[config.mk]
export PLATFORM = sky130hd
export DESIGN_NAME = sram_like_arbiter
export DESIGN_NICKNAME = d
export VERILOG_FILES = /design/src/rtl/sram_like_arbiter.sv
export SDC_FILE = /design/constraint.sdc
export NUM_CORES = 1
export LEC_CHECK = 0
export CAP_MARGIN = 20
export CORE_AREA = 3 3 111 113
export DETAILED_ROUTE_END_ITERATION = 7
export DIE_AREA = 0 0 114 116
export GPL_TIMING_DRIVEN = 0
export PLACE_DENSITY = 0.73
export SETUP_SLACK_MARGIN = 0.5
export SYNTH_ARGS = -nofsm -noshare
export SYNTH_HDL_FRONTEND = slang
export SYNTH_SLANG_ARGS = --single-unit
export TNS_END_PERCENT = 5
[constraint.sdc]
create_clock -name clk -period 4.9 [get_ports clk]
set_input_delay 0.98 -clock clk [delete_from_list [all_inputs] [get_ports clk]]
set_output_delay 0.98 -clock clk [all_outputs]
set_load 0.05 [all_outputs]
[src/rtl/sram_like_arbiter.sv]
// Merges N_CH sram-like masters onto one sram-like slave port. An id FIFO records
// the channel of each accepted request so that in-order responses go back to it.
//   state  | meaning
//   IDLE   | arbitrate among requesting channels each cycle
//   LOCKED | slave stalled a request; keep presenting lock_id until accepted or dropped
module sram_like_arbiter #(
  parameter int N_CH   = 2,
  parameter int ADDR_W = 32,
  parameter int DATA_W = 32,
  parameter int OUTST  = 4,
  parameter int RR     = 1
) (
  input  logic                     clk,
  input  logic                     reset,
  input  logic [N_CH-1:0]          m_req,
  input  logic [N_CH-1:0]          m_wr,
  input  logic [2*N_CH-1:0]        m_size,
  input  logic [DATA_W/8*N_CH-1:0] m_wstrb,
  input  logic [ADDR_W*N_CH-1:0]   m_addr,
  input  logic [DATA_W*N_CH-1:0]   m_wdata,
  output logic [N_CH-1:0]          m_addr_ok,
  output logic [N_CH-1:0]          m_data_ok,
  output logic [DATA_W-1:0]        m_rdata,
  output logic                     s_req,
  output logic                     s_wr,
  output logic [1:0]               s_size,
  output logic [DATA_W/8-1:0]      s_wstrb,
  output logic [ADDR_W-1:0]        s_addr,
  output logic [DATA_W-1:0]        s_wdata,
  input  logic                     s_addr_ok,
  input  logic                     s_data_ok,
  input  logic [DATA_W-1:0]        s_rdata,
  output logic [$clog2(OUTST):0]   outst_cnt,
  output logic                     err
);

  localparam int ID_W  = $clog2(N_CH);
  localparam int SW    = DATA_W / 8;
  localparam int PTR_W = $clog2(OUTST);
  localparam int CNT_W = PTR_W + 1;

  typedef enum logic {IDLE, LOCKED} state_t;

  state_t            state_q;
  logic [ID_W-1:0]   lock_id_q;
  logic [ID_W-1:0]   rr_ptr_q;
  logic [ID_W-1:0]   rr_d;
  logic [ID_W-1:0]   arb_id;
  logic [ID_W-1:0]   arb_cand;
  logic [ID_W-1:0]   gnt_id;
  logic [ID_W-1:0]   head_id;
  logic [PTR_W-1:0]  wr_ptr_q;
  logic [PTR_W-1:0]  rd_ptr_q;
  logic [CNT_W-1:0]  cnt_q;
  logic [CNT_W-1:0]  cnt_d;
  logic              err_q;
  logic [ID_W-1:0]   id_mem_q [OUTST];
  logic              full;
  logic              empty;
  logic              push;
  logic              pop;
  int                arb_idx;

  logic [ADDR_W-1:0] addr_a  [N_CH];
  logic [DATA_W-1:0] wdata_a [N_CH];
  logic [SW-1:0]     wstrb_a [N_CH];
  logic [1:0]        size_a  [N_CH];

  for (genvar c = 0; c < N_CH; c++) begin : g_chan
    assign addr_a[c]    = m_addr[c*ADDR_W +: ADDR_W];
    assign wdata_a[c]   = m_wdata[c*DATA_W +: DATA_W];
    assign wstrb_a[c]   = m_wstrb[c*SW +: SW];
    assign size_a[c]    = m_size[c*2 +: 2];
    assign m_addr_ok[c] = push && (gnt_id == ID_W'(c));
    assign m_data_ok[c] = pop && (head_id == ID_W'(c));
  end

  // Scan from the highest offset down so the nearest requester (from rr_ptr, or index 0) wins.
  always_comb begin
    arb_id   = '0;
    arb_cand = '0;
    arb_idx  = 0;
    for (int k = N_CH - 1; k >= 0; k--) begin
      arb_idx = (RR != 0) ? int'(rr_ptr_q) + k : k;
      if (arb_idx >= N_CH) arb_idx = arb_idx - N_CH;
      arb_cand = ID_W'(arb_idx);
      if (m_req[arb_cand]) arb_id = arb_cand;
    end
  end

  assign gnt_id  = (state_q == LOCKED) ? lock_id_q : arb_id;
  assign head_id = id_mem_q[rd_ptr_q];
  assign full    = (cnt_q == CNT_W'(OUTST));
  assign empty   = (cnt_q == '0);

  // Full blocks requests even when a response frees a slot this cycle.
  assign s_req   = !reset && !full &&
                   ((state_q == LOCKED) ? m_req[lock_id_q] : (|m_req));
  assign push    = s_req && s_addr_ok;
  assign pop     = !reset && s_data_ok && !empty;
  assign cnt_d   = cnt_q + CNT_W'(push) - CNT_W'(pop);
  assign rr_d    = (gnt_id == ID_W'(N_CH - 1)) ? '0 : gnt_id + 1'b1;

  assign s_wr      = m_wr[gnt_id];
  assign s_size    = size_a[gnt_id];
  assign s_wstrb   = wstrb_a[gnt_id];
  assign s_addr    = addr_a[gnt_id];
  assign s_wdata   = wdata_a[gnt_id];
  assign m_rdata   = s_rdata;
  assign outst_cnt = cnt_q;
  assign err       = err_q;

  always_ff @(posedge clk) begin
    if (reset) begin
      state_q   <= IDLE;
      lock_id_q <= '0;
      rr_ptr_q  <= '0;
      wr_ptr_q  <= '0;
      rd_ptr_q  <= '0;
      cnt_q     <= '0;
      err_q     <= 1'b0;
    end else begin
      if (push) wr_ptr_q <= wr_ptr_q + 1'b1;
      if (pop) rd_ptr_q <= rd_ptr_q + 1'b1;
      cnt_q <= cnt_d;
      if (s_data_ok && empty) err_q <= 1'b1;
      if (push && (RR != 0)) rr_ptr_q <= rr_d;
      case (state_q)
        IDLE: begin
          if (s_req && !s_addr_ok) begin
            state_q   <= LOCKED;
            lock_id_q <= arb_id;
          end
        end
        LOCKED: begin
          if (push || !m_req[lock_id_q]) state_q <= IDLE;
        end
        default: state_q <= IDLE;
      endcase
    end
  end

  always_ff @(posedge clk) begin
    if (push) id_mem_q[wr_ptr_q] <= gnt_id;
  end

endmodule

==> results of run 1 <==
layout by cell type, fill, tap and decap left out, types with 3 or more instances in the layout:
cell	Yosys	final
and2_2	5	5
buf_4	32	32
buf_6	6	6
clkbuf_16	0	3
clkdlybuf4s50_1	0	258
dfxtp_1	13	13
edfxtp_1	4	4
ha_1	6	6
inv_1	7	7
mux2_2	25	25
mux2_4	46	46
mux2i_1	3	3
nand2b_1	4	4
nor2_1	9	9
xnor2_1	3	3
kinds of logic after synthesis:
group                      after synthesis  synth area share, %
buffers and inverters                   49                 16.4
xor gates and xnor gates                 4                 1.64
adders and majority gates                7                 4.44
AOI/OAI and AO/OA                        8                 3.16
muxes                                   75                 47.9
and+or+nand+nor                         30                 8.71
DFF                                     17                 17.8
through the flow:
stage	power (uW)	cell area, um^2	hold WS [ns]	worst slack (ns)
finish	1320	4990	0.479	0.610
global route	1380	4990	0.537	0.458
floorplan	812	2140	0.466	1.74
global placement	1160	4910	0.461	0.561
detailed placement	1160	4910	0.467	0.535
CTS	1330	4990	0.484	0.527
layout make-up:
class	count	area share, %
Buffer	41	6.44
Clock buffer	3	1.50
Clock inverter	1	0.100
Inverter	8	0.601
Multi-Input combinational cell	124	28.2
Sequential cell	17	7.62
Tap cell	143	3.58
Timing Repair Buffer	259	52.0
final timing paths:
path         slack (ns)                     from                       to
max                0.61                 m_req[1]               s_addr[11]
min                0.48         err$_SDFFE_PP0P_         err$_SDFFE_PP0P_
max reg2reg        2.33  outst_cnt[1]$_SDFF_PP0_  outst_cnt[2]$_SDFF_PP0_
min reg2reg        0.48         err$_SDFFE_PP0P_         err$_SDFFE_PP0P_
routing by layer:
layer / wire, um / vias to the layer above
li1: - / 1155
met1: 4040 / 1073
met2: 5050 / 165
met3: 1060 / 5
met4: 53 / 0
met5: 0 / -
cell usage after synthesis (all sizes together), types with 2 or more instances:
library cell,instances,area share (%)
mux2,71,45
buf,40,15
dfxtp,13,12
nor2,9,1.6
inv,8,1.4
and2,6,2.0
ha,6,3.5
edfxtp,4,5.6
nand2b,4,1.2
mux2i,3,1.4
xnor2,3,1.2
a21o,2,0.76
nand2,2,0.35
nor2b,2,0.58
o21ai,2,0.82
worst max-delay path: stages:
cell	delay, ns
clkdlybuf4s50_1	0.53
o21ai_2	0.09
o21ai_2	0.22
buf_6	0.21
buf_6	0.21
mux2_4	0.31
clkdlybuf4s50_1	0.74
where the power goes:
part           internal (uW)  switching [uW]
clock network            109            57.0
registers                167            22.1
logic                    434             533
total                    710             612
==> summary.txt, run 1 <==
status: completed
Root Driver: clkbuf_16
post-DR wirelength/cell: 17.1 um
vias: 2398
grt met2 use: 22.9%
Antenna Nets Post-Route: 0
Peak VDD IR: 0.144 mV
Worst Tran Pin Value: 0.602 ns
fin crit share: 87.6%
Achievable Freq: 0.233 GHz
Resized Gates After CTS: 0
Static Leak: 0.00206 uW
grt ovf: 0
first-pass GRT wire length: 14.0 mm
# rows: 39
fin util: 43.7%
Buffers on Ports: 259
placer congestion estimate: 0.742
FF-to-FF path depth: 12
Async SR Flop Fraction: 0%
Final Skew: 0.00151 ns
DRT iter0 DRCs: 43
Hold Path Depth: 2
CTS Hold Buffers Added: 0
number of global-route vias before repair: 2587
DRC errors left: 0
WP data required: 3.92 ns
Post-synth EDFFs: 4
ant diodes: 0
worst rel slew slack: 59.8%
DRT Pass-1 Iters: 3
CTS clk-pin slew, worst paths: 0.05 ns
total global-route track usage: 13.5%
Final Hold Violating Endpoints: 0
sequential cell area fraction in the yosys report: 17.8%
fin crit period: 4.29 ns
Most Used Layer, Global Route: met2
die area: 13200 um^2
Syn Nets: 377
core outline area: 11400 um^2
met3 usage: 4.28%
min-delay worst type: reg2reg
routing usage on met1: 17.3%
post-synthesis cell count: 190
share of layout cells above drive strength 1: 28.5%
placed insts: 592
Mapped Area: 2140 um^2
H-Tree Level Count: 1
largest net degree at the start of global routing: 14
Die Y: 116 um
Num CTS Buffers: 3
Initial Util: 18.7%
CP arrival: 3.31 ns
Primary FF master, synth: dfxtp_1
Final Max Slew Viols: 0
Ys Warns: 0
worst setup path class: in2out
CP endpoint kind: output pin
unrepaired setup endpoints after global routing: true
Detailed Route WL: 10.2 mm
FILL cells: 1064
Final Net Count: 641
setup TNS: 0 ns
clock latency on the worst-skew pair: 0.25 ns
# clock sinks: 17
Finished Layout Cells: 596
Reg area: 380 um^2
Die Wd: 114 um
number of max-cap violations: 0
CTS tree: built
Detailed Place HPWL: 9.01 mm
multi-input logic area: 1410 um^2
post-DR vias/cell: 4.02
Max clock buf depth: 2
crit start category: input port
Layout area overhead: 133%
Pwr per Cell Area: 265 nW/um^2
Top-Level Pins: 292
Synth cell types: 36
Post-CTS Setup Inserts: 0
FF+latch count, synth: 17
crit-path max FO: 10
antenna violations before repair: 0
Final setup viols: 0
post-synthesis average cell area: 11.3 um^2
Note: power is estimated with default switching activity, not from simulation.
==> run 2, diff against run 1 <==
Settings changed: HOLD_SLACK_MARGIN from default to 0.08.
==> results of run 2 <==
Final layout, timing and power as in run 1 (identical DEF).
==> run 3, diff against run 2 <==
--- a/constraint.sdc
+++ b/constraint.sdc
@@ -3,2 +3,2 @@
 set_output_delay 0.98 -clock clk [all_outputs]
-set_load 0.05 [all_outputs]
+set_load 0.02 [all_outputs]
==> run 3 against run 2 <==
Effect of this change:
- clock power about the same
- cell area barely moved
- power is 17% lower
- non-clock buffer count is the same
- critical path depth is the same
- worst setup slack gained 0.16 ns
- clock-buffer cell count unchanged
- via count unchanged
- sequential cell count did not move
- utilization barely moved
- critical endpoint is now s_addr[8]
- largest cell class unchanged
- highest routed layer unchanged
==> summary.txt, run 3 (synthesis results as in run 1) <==
Worst Tran Pin Value: 0.422 ns (-0.180 ns)
commonest non-fill, non-tap cell in the layout: clkdlybuf4s50_1
status: completed
Root Driver: clkbuf_16
min-delay src: err$_SDFFE_PP0P_
WP data required: 3.92 ns (about the same)
fin crit period: 4.13 ns (-0.162 ns)
worst rel slew slack: 71.9% (+12 points)
CTS tree: built
clock latency on the worst-skew pair: 0.25 ns (about the same)
first-pass GRT wire length: 14.0 mm (unchanged)
number of global-route vias before repair: 2587 (unchanged)
largest net degree at the start of global routing: 14 (unchanged)
Num CTS Buffers: 3 (unchanged)
Final Net Count: 641 (unchanged)
Peak VDD IR: 0.141 mV (-2.5%)
FF-to-FF path depth: 12 (unchanged)
R2R setup slack: 2.33 ns (about the same)
CP arrival: 3.15 ns (-0.16 ns)
die area: 13200 um^2 (unchanged)
CTS Hold Buffers Added: 0 (unchanged)
FILL cells: 1065 (+0.094%)
post-DR vias/cell: 4.02 (unchanged)
fin crit share: 84.2% (-3.3 points)
share of layout cells above drive strength 1: 28.5% (unchanged)
Detailed Place HPWL: 9.01 mm (unchanged)
Max clock buf depth: 2 (unchanged)
worst setup path class: in2out
Post-CTS Setup Inserts: 0 (unchanged)
Top-Level Pins: 292 (unchanged)
hold endpoint: err$_SDFFE_PP0P_
vias: 2398 (unchanged)
hold_ws: 0.479 ns (unchanged)
Final Skew: 0.00151 ns (unchanged)
antenna violations before repair: 0 (unchanged)
Worst R2R End: outst_cnt[2]$_SDFF_PP0_
Pwr per Cell Area: 220 nW/um^2 (-17%)
core outline area: 11400 um^2 (unchanged)
H-Tree Level Count: 1 (unchanged)
crit start category: input port
# clock sinks: 17 (unchanged)
Layout area overhead: 133% (about the same)
Met2 Wirelength: 5.05 mm (unchanged)
Die Y: 116 um (unchanged)
Achievable Freq: 0.242 GHz (+3.9%)
total global-route track usage: 13.5% (unchanged)
Antenna Nets Post-Route: 0 (unchanged)
min-delay worst type: reg2reg
DRC errors left: 0 (unchanged)
Resized Gates After CTS: 0 (unchanged)
Finished Layout Cells: 596 (unchanged)
final worst slack: 0.772 ns (+0.162 ns)
commonest non-fill, non-tap cells in the layout: clkdlybuf4s50_1, mux2_4, buf_4
# rows: 39 (unchanged)
Worst path top cell family by delay: buffers and inverters
Hold Path Depth: 2 (unchanged)
Final Hold Violating Endpoints: 0 (unchanged)
Buf+Inv Stages, Crit Path: 4 (unchanged)
Final setup viols: 0 (unchanged)
met3 wire length: 1.06 mm (unchanged)
ant diodes: 0 (unchanged)
Static Leak: 0.00205 uW (-0.44%)
post-DR wirelength/cell: 17.1 um (about the same)
placer congestion estimate: 0.742 (unchanged)
Top Layer Used: met4
CTS clk-pin slew, worst paths: 0.05 ns (about the same)
origin of the critical flop-to-flop path: outst_cnt[1]$_SDFF_PP0_
setup TNS: 0 ns (unchanged)
Final Max Slew Viols: 0 (unchanged)
CP endpoint kind: output pin
number of max-cap violations: 0 (unchanged)
crit-path max FO: 10 (unchanged)
placed insts: 592 (unchanged)
unrepaired setup endpoints after global routing: false
Worst path depth: 7 (unchanged)
DRT iter0 DRCs: 43 (unchanged)
grt ovf: 0 (unchanged)
Place WS: 0.697 ns (+0.162 ns)
slowest CP cell: clkdlybuf4s50_1
Die Wd: 114 um (unchanged)
Detailed Route WL: 10.2 mm (about the same)
DRT Pass-1 Iters: 3 (unchanged)
CP Cell Sequence: clkdlybuf4s50_1 > o21ai_2 > o21ai_2 > buf_6 > buf_6 > mux2_4 > clkdlybuf4s50_1
Initial Util: 18.7% (unchanged)
Buffers on Ports: 259 (unchanged)
WL met1: 4.04 mm (about the same)
critical path's largest stage delay: 0.57 ns (-0.17 ns)
==> run 3: changes by cell type in the layout (fill, tap and decap cells not counted) <==
cell,previous run,this run
dlymetal6s2s_1,1,0
clkdlybuf4s50_1,258,259
==> run 3: worst max-delay path by stage <==
stage | from | end
2_1_floorplan | m_req[0] | s_addr[0]
4_1_cts | m_req[1] | s_addr[15]
5_1_grt | m_req[1] | s_addr[15]
3_5_place_dp | m_req[1] | s_addr[15]
3_3_place_gp | m_req[1] | s_addr[11]
6_report | m_req[1] | s_addr[8]
==> run 3: metrics by stage <==
| stage | area [um^2] | total power (uW) | utilization [%] |
|---|---|---|---|
| detailed placement | 4910 | 937 | 43.0 |
| finish | 4990 | 1100 | 43.7 |
| floorplan | 2140 | 580 | - |
| CTS | 4990 | 1110 | 43.7 |
| global route | 4990 | 1160 | 43.7 |
| global placement | 4910 | 932 | 43.0 |
==> run 3: worst reg2reg max path, cell delays in order, from the launching register on <==
cell and delay [ns]:
dfxtp_1 0.45, nor2_1 0.11, a211oi_2 0.31, and3_4 0.27, inv_2 0.07, ha_1 0.28, inv_1 0.06, ha_1 0.13
inv_1 0.05, fa_1 0.37, xor2_1 0.17, xnor2_1 0.13, nor2_1 0.06
==> run 3: power by group <==
group / total (uW) / internal (uW) / switching (uW)
Clock: 166 / 109 / 57.0
Combinational: 743 / 436 / 307
Sequential: 189 / 167 / 22.1
==> run 3: metal layers <==
layer	track usage, %	vias to the layer above
li1	-	1155
met1	17.3	1073
met2	22.9	165
met3	4.28	5
met4	2.06	0
met5	0	-
==> run 3: layout make-up <==
class / count / area (um^2) / share of cell area (%)
Multi-Input combinational cell: 124 / 1410 / 28.2
Clock buffer: 3 / 75.1 / 1.50
Inverter: 8 / 30.0 / 0.602
Clock inverter: 1 / 5.00 / 0.100
Buffer: 41 / 322 / 6.44
Tap cell: 143 / 179 / 3.58
Sequential cell: 17 / 380 / 7.62
Timing Repair Buffer: 259 / 2590 / 51.9
